===== config.mk =====
export PLATFORM = sky130hd
export DESIGN_NAME = tpm_response_builder
export DESIGN_NICKNAME = d
export VERILOG_FILES = /design/src/rtl/tpm_pkg.sv /design/src/rtl/tpm_response_builder.sv
export SDC_FILE = /design/constraint.sdc
export NUM_CORES = 1
export LEC_CHECK = 0
export BUFFER_PORTS_ARGS = -buffer_cell sky130_fd_sc_hd__clkbuf_2
export CAP_MARGIN = 20
export CORE_AREA = 2 2 67 133
export DETAILED_ROUTE_END_ITERATION = 16
export DIE_AREA = 0 0 69 135
export PLACE_DENSITY_LB_ADDON = 0.08
export SLEW_MARGIN = 20
export SYNTH_ARGS = -nofsm -noshare
export SYNTH_HDL_FRONTEND = slang
export SYNTH_SLANG_ARGS = --single-unit

===== constraint.sdc =====
create_clock -name clock -period 1.9 [get_ports clock]
set_input_delay 0.285 -clock clock [delete_from_list [all_inputs] [get_ports clock]]
set_output_delay 0.285 -clock clock [all_outputs]
set_load 0.01 [all_outputs]

===== src/rtl/tpm_pkg.sv =====
// Shared TPM response constants: structure tags, response codes, header size
// and the response-builder state encoding.
// Imported by tpm_response_builder.
package tpm_pkg;

   localparam logic [15:0] TPM_ST_NO_SESSIONS = 16'h8001;
   localparam logic [15:0] TPM_ST_SESSIONS    = 16'h8002;
   localparam logic [31:0] TPM_RC_SUCCESS     = 32'h0000_0000;
   localparam logic [31:0] TPM_RC_SIZE        = 32'h0000_0095;
   localparam int          TPM_HDR_BYTES      = 10;

   typedef enum logic [2:0] {
      ST_IDLE,
      ST_HDR,
      ST_PARAM,
      ST_DRAIN,
      ST_FIN
   } rsp_state_t;

endpackage


===== src/rtl/tpm_response_builder.sv =====
// tpm_response_builder: serializes a TPM response as a 10-byte big-endian
// header (tag, responseSize, responseCode) followed by the parameter bytes.
// Error codes go out header-only and their parameter bytes are drained.
// Latency: first header byte one cycle after rsp_start; parameters pass
// through combinationally. The tx byte is held while tx_ready is low.
// Ports:
//   clock, reset_n                  clock, async active-low reset
//   rsp_start/rsp_tag/rsp_rc/rsp_len  response request (taken when not busy)
//   param_valid/param_data/param_ready  parameter byte source
//   tx_valid/tx_data/tx_last/tx_ready   host-bound byte stream
//   busy, rsp_done                  status; rsp_done pulses at completion
// Build option: TPM_RSP_LEN_CHECK_EN turns an oversize successful request
// into a TPM_RC_SIZE header-only response with the payload drained.
module tpm_response_builder
   import tpm_pkg::*;
#(
   parameter int MAX_PARAM_BYTES = 4086,
   parameter int LEN_W           = 13
) (
   input  logic             clock,
   input  logic             reset_n,
   input  logic             rsp_start,
   input  logic [15:0]      rsp_tag,
   input  logic [31:0]      rsp_rc,
   input  logic [LEN_W-1:0] rsp_len,
   input  logic             param_valid,
   input  logic [7:0]       param_data,
   output logic             param_ready,
   output logic             tx_valid,
   output logic [7:0]       tx_data,
   output logic             tx_last,
   input  logic             tx_ready,
   output logic             busy,
   output logic             rsp_done
);

`ifdef TPM_RSP_LEN_CHECK_EN
   localparam bit LEN_CHECK = 1'b1;
`else
   localparam bit LEN_CHECK = 1'b0;
`endif

   localparam logic [3:0] LAST_HDR_IDX = 4'(TPM_HDR_BYTES - 1);

   rsp_state_t       state;
   logic [3:0]       hdr_idx;
   logic [LEN_W-1:0] cnt;      // latched length, later the param/drain down-counter
   logic [15:0]      tag_q;    // effective tag
   logic [31:0]      rc_q;     // effective response code
   logic             err_q;

   logic        len_over;
   logic [31:0] rc_in;
   logic        rc_in_err;
   logic [31:0] size;
   logic [7:0]  hdr_byte;

   // Oversize check folds away entirely when the option is not built in.
   assign len_over  = LEN_CHECK && ({{(32-LEN_W){1'b0}}, rsp_len} > 32'(MAX_PARAM_BYTES));
   assign rc_in     = (len_over && rsp_rc == TPM_RC_SUCCESS) ? TPM_RC_SIZE : rsp_rc;
   assign rc_in_err = (rc_in != TPM_RC_SUCCESS);

   // cnt still holds the latched length throughout HDR; errors report no payload.
   assign size = 32'(TPM_HDR_BYTES) + (err_q ? 32'd0 : {{(32-LEN_W){1'b0}}, cnt});

   always_comb begin
      hdr_byte = 8'h00;
      case (hdr_idx)
         4'd0:    hdr_byte = tag_q[15:8];
         4'd1:    hdr_byte = tag_q[7:0];
         4'd2:    hdr_byte = size[31:24];
         4'd3:    hdr_byte = size[23:16];
         4'd4:    hdr_byte = size[15:8];
         4'd5:    hdr_byte = size[7:0];
         4'd6:    hdr_byte = rc_q[31:24];
         4'd7:    hdr_byte = rc_q[23:16];
         4'd8:    hdr_byte = rc_q[15:8];
         4'd9:    hdr_byte = rc_q[7:0];
         default: hdr_byte = 8'h00;
      endcase
   end

   always_comb begin
      tx_valid    = 1'b0;
      tx_data     = 8'h00;
      tx_last     = 1'b0;
      param_ready = 1'b0;
      case (state)
         ST_HDR: begin
            tx_valid = 1'b1;
            tx_data  = hdr_byte;
            // Last header byte ends the response unless parameters follow.
            tx_last  = (hdr_idx == LAST_HDR_IDX) && (err_q || cnt == '0);
         end
         ST_PARAM: begin
            tx_valid    = param_valid;
            tx_data     = param_data;
            param_ready = tx_ready;
            tx_last     = (cnt == LEN_W'(1));
         end
         ST_DRAIN: begin
            param_ready = 1'b1;
         end
         default: ;
      endcase
   end

   always_ff @(posedge clock or negedge reset_n) begin
      if (!reset_n) begin
         state    <= ST_IDLE;
         hdr_idx  <= '0;
         cnt      <= '0;
         tag_q    <= '0;
         rc_q     <= '0;
         err_q    <= 1'b0;
         busy     <= 1'b0;
         rsp_done <= 1'b0;
      end else begin
         rsp_done <= 1'b0;
         case (state)
            // FIN behaves like IDLE for acceptance so back-to-back responses lose no cycle.
            ST_IDLE, ST_FIN: begin
               if (rsp_start) begin
                  tag_q   <= rc_in_err ? TPM_ST_NO_SESSIONS : rsp_tag;
                  rc_q    <= rc_in;
                  err_q   <= rc_in_err;
                  cnt     <= rsp_len;
                  hdr_idx <= '0;
                  busy    <= 1'b1;
                  state   <= ST_HDR;
               end else begin
                  state <= ST_IDLE;
               end
            end
            ST_HDR: begin
               if (tx_ready) begin
                  if (hdr_idx == LAST_HDR_IDX) begin
                     if (cnt == '0) begin
                        state    <= ST_FIN;
                        busy     <= 1'b0;
                        rsp_done <= 1'b1;
                     end else if (err_q) begin
                        state <= ST_DRAIN;
                     end else begin
                        state <= ST_PARAM;
                     end
                  end else begin
                     hdr_idx <= hdr_idx + 4'd1;
                  end
               end
            end
            ST_PARAM: begin
               if (param_valid && tx_ready) begin
                  cnt <= cnt - LEN_W'(1);
                  if (cnt == LEN_W'(1)) begin
                     state    <= ST_FIN;
                     busy     <= 1'b0;
                     rsp_done <= 1'b1;
                  end
               end
            end
            ST_DRAIN: begin
               if (param_valid) begin
                  cnt <= cnt - LEN_W'(1);
                  if (cnt == LEN_W'(1)) begin
                     state    <= ST_FIN;
                     busy     <= 1'b0;
                     rsp_done <= 1'b1;
                  end
               end
            end
            default: state <= ST_IDLE;
         endcase
      end
   end

endmodule


==> reports/results.tsv <==
stage	metric	value	unit
pwr	LEAKAGE	2.88	nW
grt	vias in the first global route	4254	
sta	Slew Limit Fails	0	
clocking	CTS tree	built	
die	Rows	47	
critical_path	CP Data Arrival Time	2100	ps
sta	Min Hold Slack	155	ps
die	Initial Utilization	0.494	
die	IO Pins	87	
grt	total track usage	0.292	
critical_path	CP startpoint kind	flip-flop	
critical_path	Worst EP required	1620	ps
logic_synthesis	ys async rst share	1.00	
die	Die W	69	um
placed_design	PortBufs	86	
layout	Syn-to-layout area delta	46.5	%
die	die area	9320	um2
placed_design	Final Wtd Congestion	1.07	
logic_synthesis	Seq cells post-synth	71	
route	Total Wirelength	13.6	mm
job	MaxCap Viol Count	0	
clocking	H-tree levels	3	
logic_synthesis	Synth top cells by count	nand2_1, dfrtp_1, nor2_1	
layout	share of layout cells above drive strength 1	0.408	
clocking	clock edge transition at the registers on the reported setup and hold paths	60	ps
logic_synthesis	post-synthesis instance area	4070	um2
critical_path	critical path type	reg -> out	
logic_synthesis	predominant post-synthesis flop cell	dfrtp_1	
grt	first-pass GRT wire length	21.3	mm
sta	Final Hold Fails	0	
logic_synthesis	Area contributors post-synth	dfrtp_1, nand2_1, a22o_1, a22oi_1, a21oi_1	
logic_synthesis	count leader, synth	nand2_1	
clocking	Skew-Pair Late Insertion Delay	340	ps
pwr	Total Power	9.44	mW
logic_synthesis	Synth area leader	dfrtp_1	
layout	fin util	0.724	
sta	Final Cycle Share	1.26	
sta	Slew @ Worst Pin	398	ps
route	DRT Pass-1 Iters	4	
route	vias per inst	5.83	
pwr	pwr dens	1580	nW/um2
grt	Overflow after GRT	0	
sta	Clock Skew	6.20	ps
logic_synthesis	synth warn	0	
sta	Setup WS post-layout	-487	ps
logic_synthesis	Seq/Total Area, Yosys	0.437	
sta	Worst slew margin	0.735	
logic_synthesis	Mapped Nets	565	
run_status	failing checks	setup timing	
die	die height	135	um
route	Detail Route Antenna Nets	0	
route	DR iter-0 viols	250	
sta	final setup vio count	13	
clocking	CTS max path bufs	2	
grt	antenna violations before repair	0	
pwr	Comb pwr share	0.542	
logic_synthesis	Cells after Synth	484	
min_path	Hold Crit Class	in -> reg	
run_status	outcome	complete, but fails checks	
critical_path	worst-path fanout max	5	
logic_synthesis	distinct cell type count after synthesis	54	
sta	Fmax	0.419	GHz
logic_synthesis	synthesized area per cell	8.41	um2
route	WL/cell	18.5	um
route	DRC viols	0	
die	core area	8230	um2
pwr	Int Pwr	5.51	mW
critical_path	CP endpoint kind	output pin	
pwr	Clock power frac	0.179	
logic_synthesis	EDFF count, synth	0	
pwr	Sequential Power Share	0.279	
layout	Antenna diodes	0	
logic_synthesis	Synth top area share	0.437	
layout	# nets final	716	
sta	post-layout minimum cycle time	2390	ps
pwr	switching pwr	3.93	mW
pwr	Peak VDD IR	0.00102	V
clocking	CTS buffer count	9	
route	vias post-DR	4301	
clocking	clock net sink count	71	
placed_design	Setup WS pre-CTS	-239	ps
placed_design	post-detail-place hpwl	10.0	mm
sta	RSZ-0062 raised after global routing	yes	
clocking	clk root buf	clkbuf_16	
pwr	Net Sw Frac	0.416	
grt	largest net degree at the start of global routing	72	
power groups by stage:
stage | sequential, mW | combinational [mW] | clock (mW)
6_report | 2.63 | 5.11 | 1.69
5_1_grt | 2.68 | 5.51 | 1.78
4_1_cts | 2.59 | 4.73 | 1.71
3_5_place_dp | 2.57 | 4.12 | 0
3_3_place_gp | 2.57 | 4.03 | 0
2_1_floorplan | 2.37 | 2.43 | 0
cell families (layout without fill, tap and decap cells):
group	Yosys count	count (layout)	synth area share
buffers and inverters	45	201	0.0467
xor gates and xnor gates	12	12	0.0258
muxes	3	3	0.00738
DFF	71	71	0.437
AOI/OAI and AO/OA	127	127	0.207
and+or+nand+nor	219	219	0.255
adders and majority gates	7	7	0.0215
worst max-delay path, cell delays in order, from the launching register on:
cell and delay, ps:
dfrtp_2 440, nand4b_1 210, buf_6 170, or2_4 270, nor4_4 320, a21oi_2 70, o21ai_2 130, buf_2 150
registers in the layout, indices dropped and copies added, names as in the netlist:
name      count
state         3
err_q         1
tag_q        16
hdr_idx       4
rc_q         32
rsp_done      1
busy          1
cnt          13
layout by cell type (no fill, tap or decap), drive strengths merged, types with 4 or more instances in the layout:
| cell | netlist | final |
|---|---|---|
| a31oi | 5 | 5 |
| nor4 | 13 | 13 |
| nor2 | 34 | 34 |
| nand2 | 111 | 111 |
| clkbuf | 24 | 91 |
| a211oi | 4 | 4 |
| ha | 7 | 7 |
| nor3 | 11 | 11 |
| nor3b | 4 | 4 |
| nor2b | 5 | 5 |
| nand3 | 15 | 15 |
| a22o | 17 | 17 |
| o22ai | 5 | 5 |
| a22oi | 19 | 19 |
| xor2 | 5 | 5 |
| inv | 11 | 12 |
| nand4 | 5 | 5 |
| dfrtp | 71 | 71 |
| a21oi | 28 | 28 |
| o21ai | 28 | 28 |
| xnor2 | 7 | 7 |
| and3 | 6 | 6 |
| buf | 10 | 93 |
| nand2b | 4 | 4 |
routing by layer:
layer	global-route usage	share of wire
met2	0.535	0.54
met3	0.0396	0.043
met4	0.183	0.058
met5	0	0
met1	0.311	0.36
cell type report:
type                       instances  area, um2
sequential                        71       1780
fill                             650       2270
timing repair buffer             174       1180
tap                               98        123
multi-input combinational        368       2540
clock buffer                      11        243
inverter                          11       43.8
clock inverter                     5       56.3
stage by stage:
| stage | instance area [um2] | cells | setup TNS (ps) |
|---|---|---|---|
| final | 5960 | 738 | -4220 |
| after floorplan | 4140 | 484 | -35.6 |
| after global routing | 5960 | 738 | -5310 |
| after global placement | 5120 | 709 | -1250 |
| after detailed placement | 5120 | 709 | -1830 |
| after CTS | 5760 | 734 | -3910 |
worst paths after layout:
kind	startpoint	to	slack (ps)	cells past startpoint
worst max register to register	cnt[1]$_DFFE_PN0P_	cnt[12]$_DFFE_PN0P_	-250	8
max in group asynchronous	reset_n	err_q$_DFFE_PN0P_	1040	3
worst min register to register	rc_q[29]$_DFFE_PN0P_	rc_q[29]$_DFFE_PN0P_	490	2
worst min-delay path	rsp_tag[0]	tag_q[0]$_DFFE_PN0P_	150	3
worst max-delay path	err_q$_DFFE_PN0P_	tx_data[5]	-490	7
min in group asynchronous	reset_n	rsp_done$_DFF_PN0_	500	3
timing repair:
item,CTS,global route
pin swaps,26,21
setup buffers,8,5
hold endpoints to repair,29,0
resized for setup,61,40
endpoints found under the setup margin,15,23
hold buffers,1,0
Note: power is estimated with default switching activity, not from simulation.
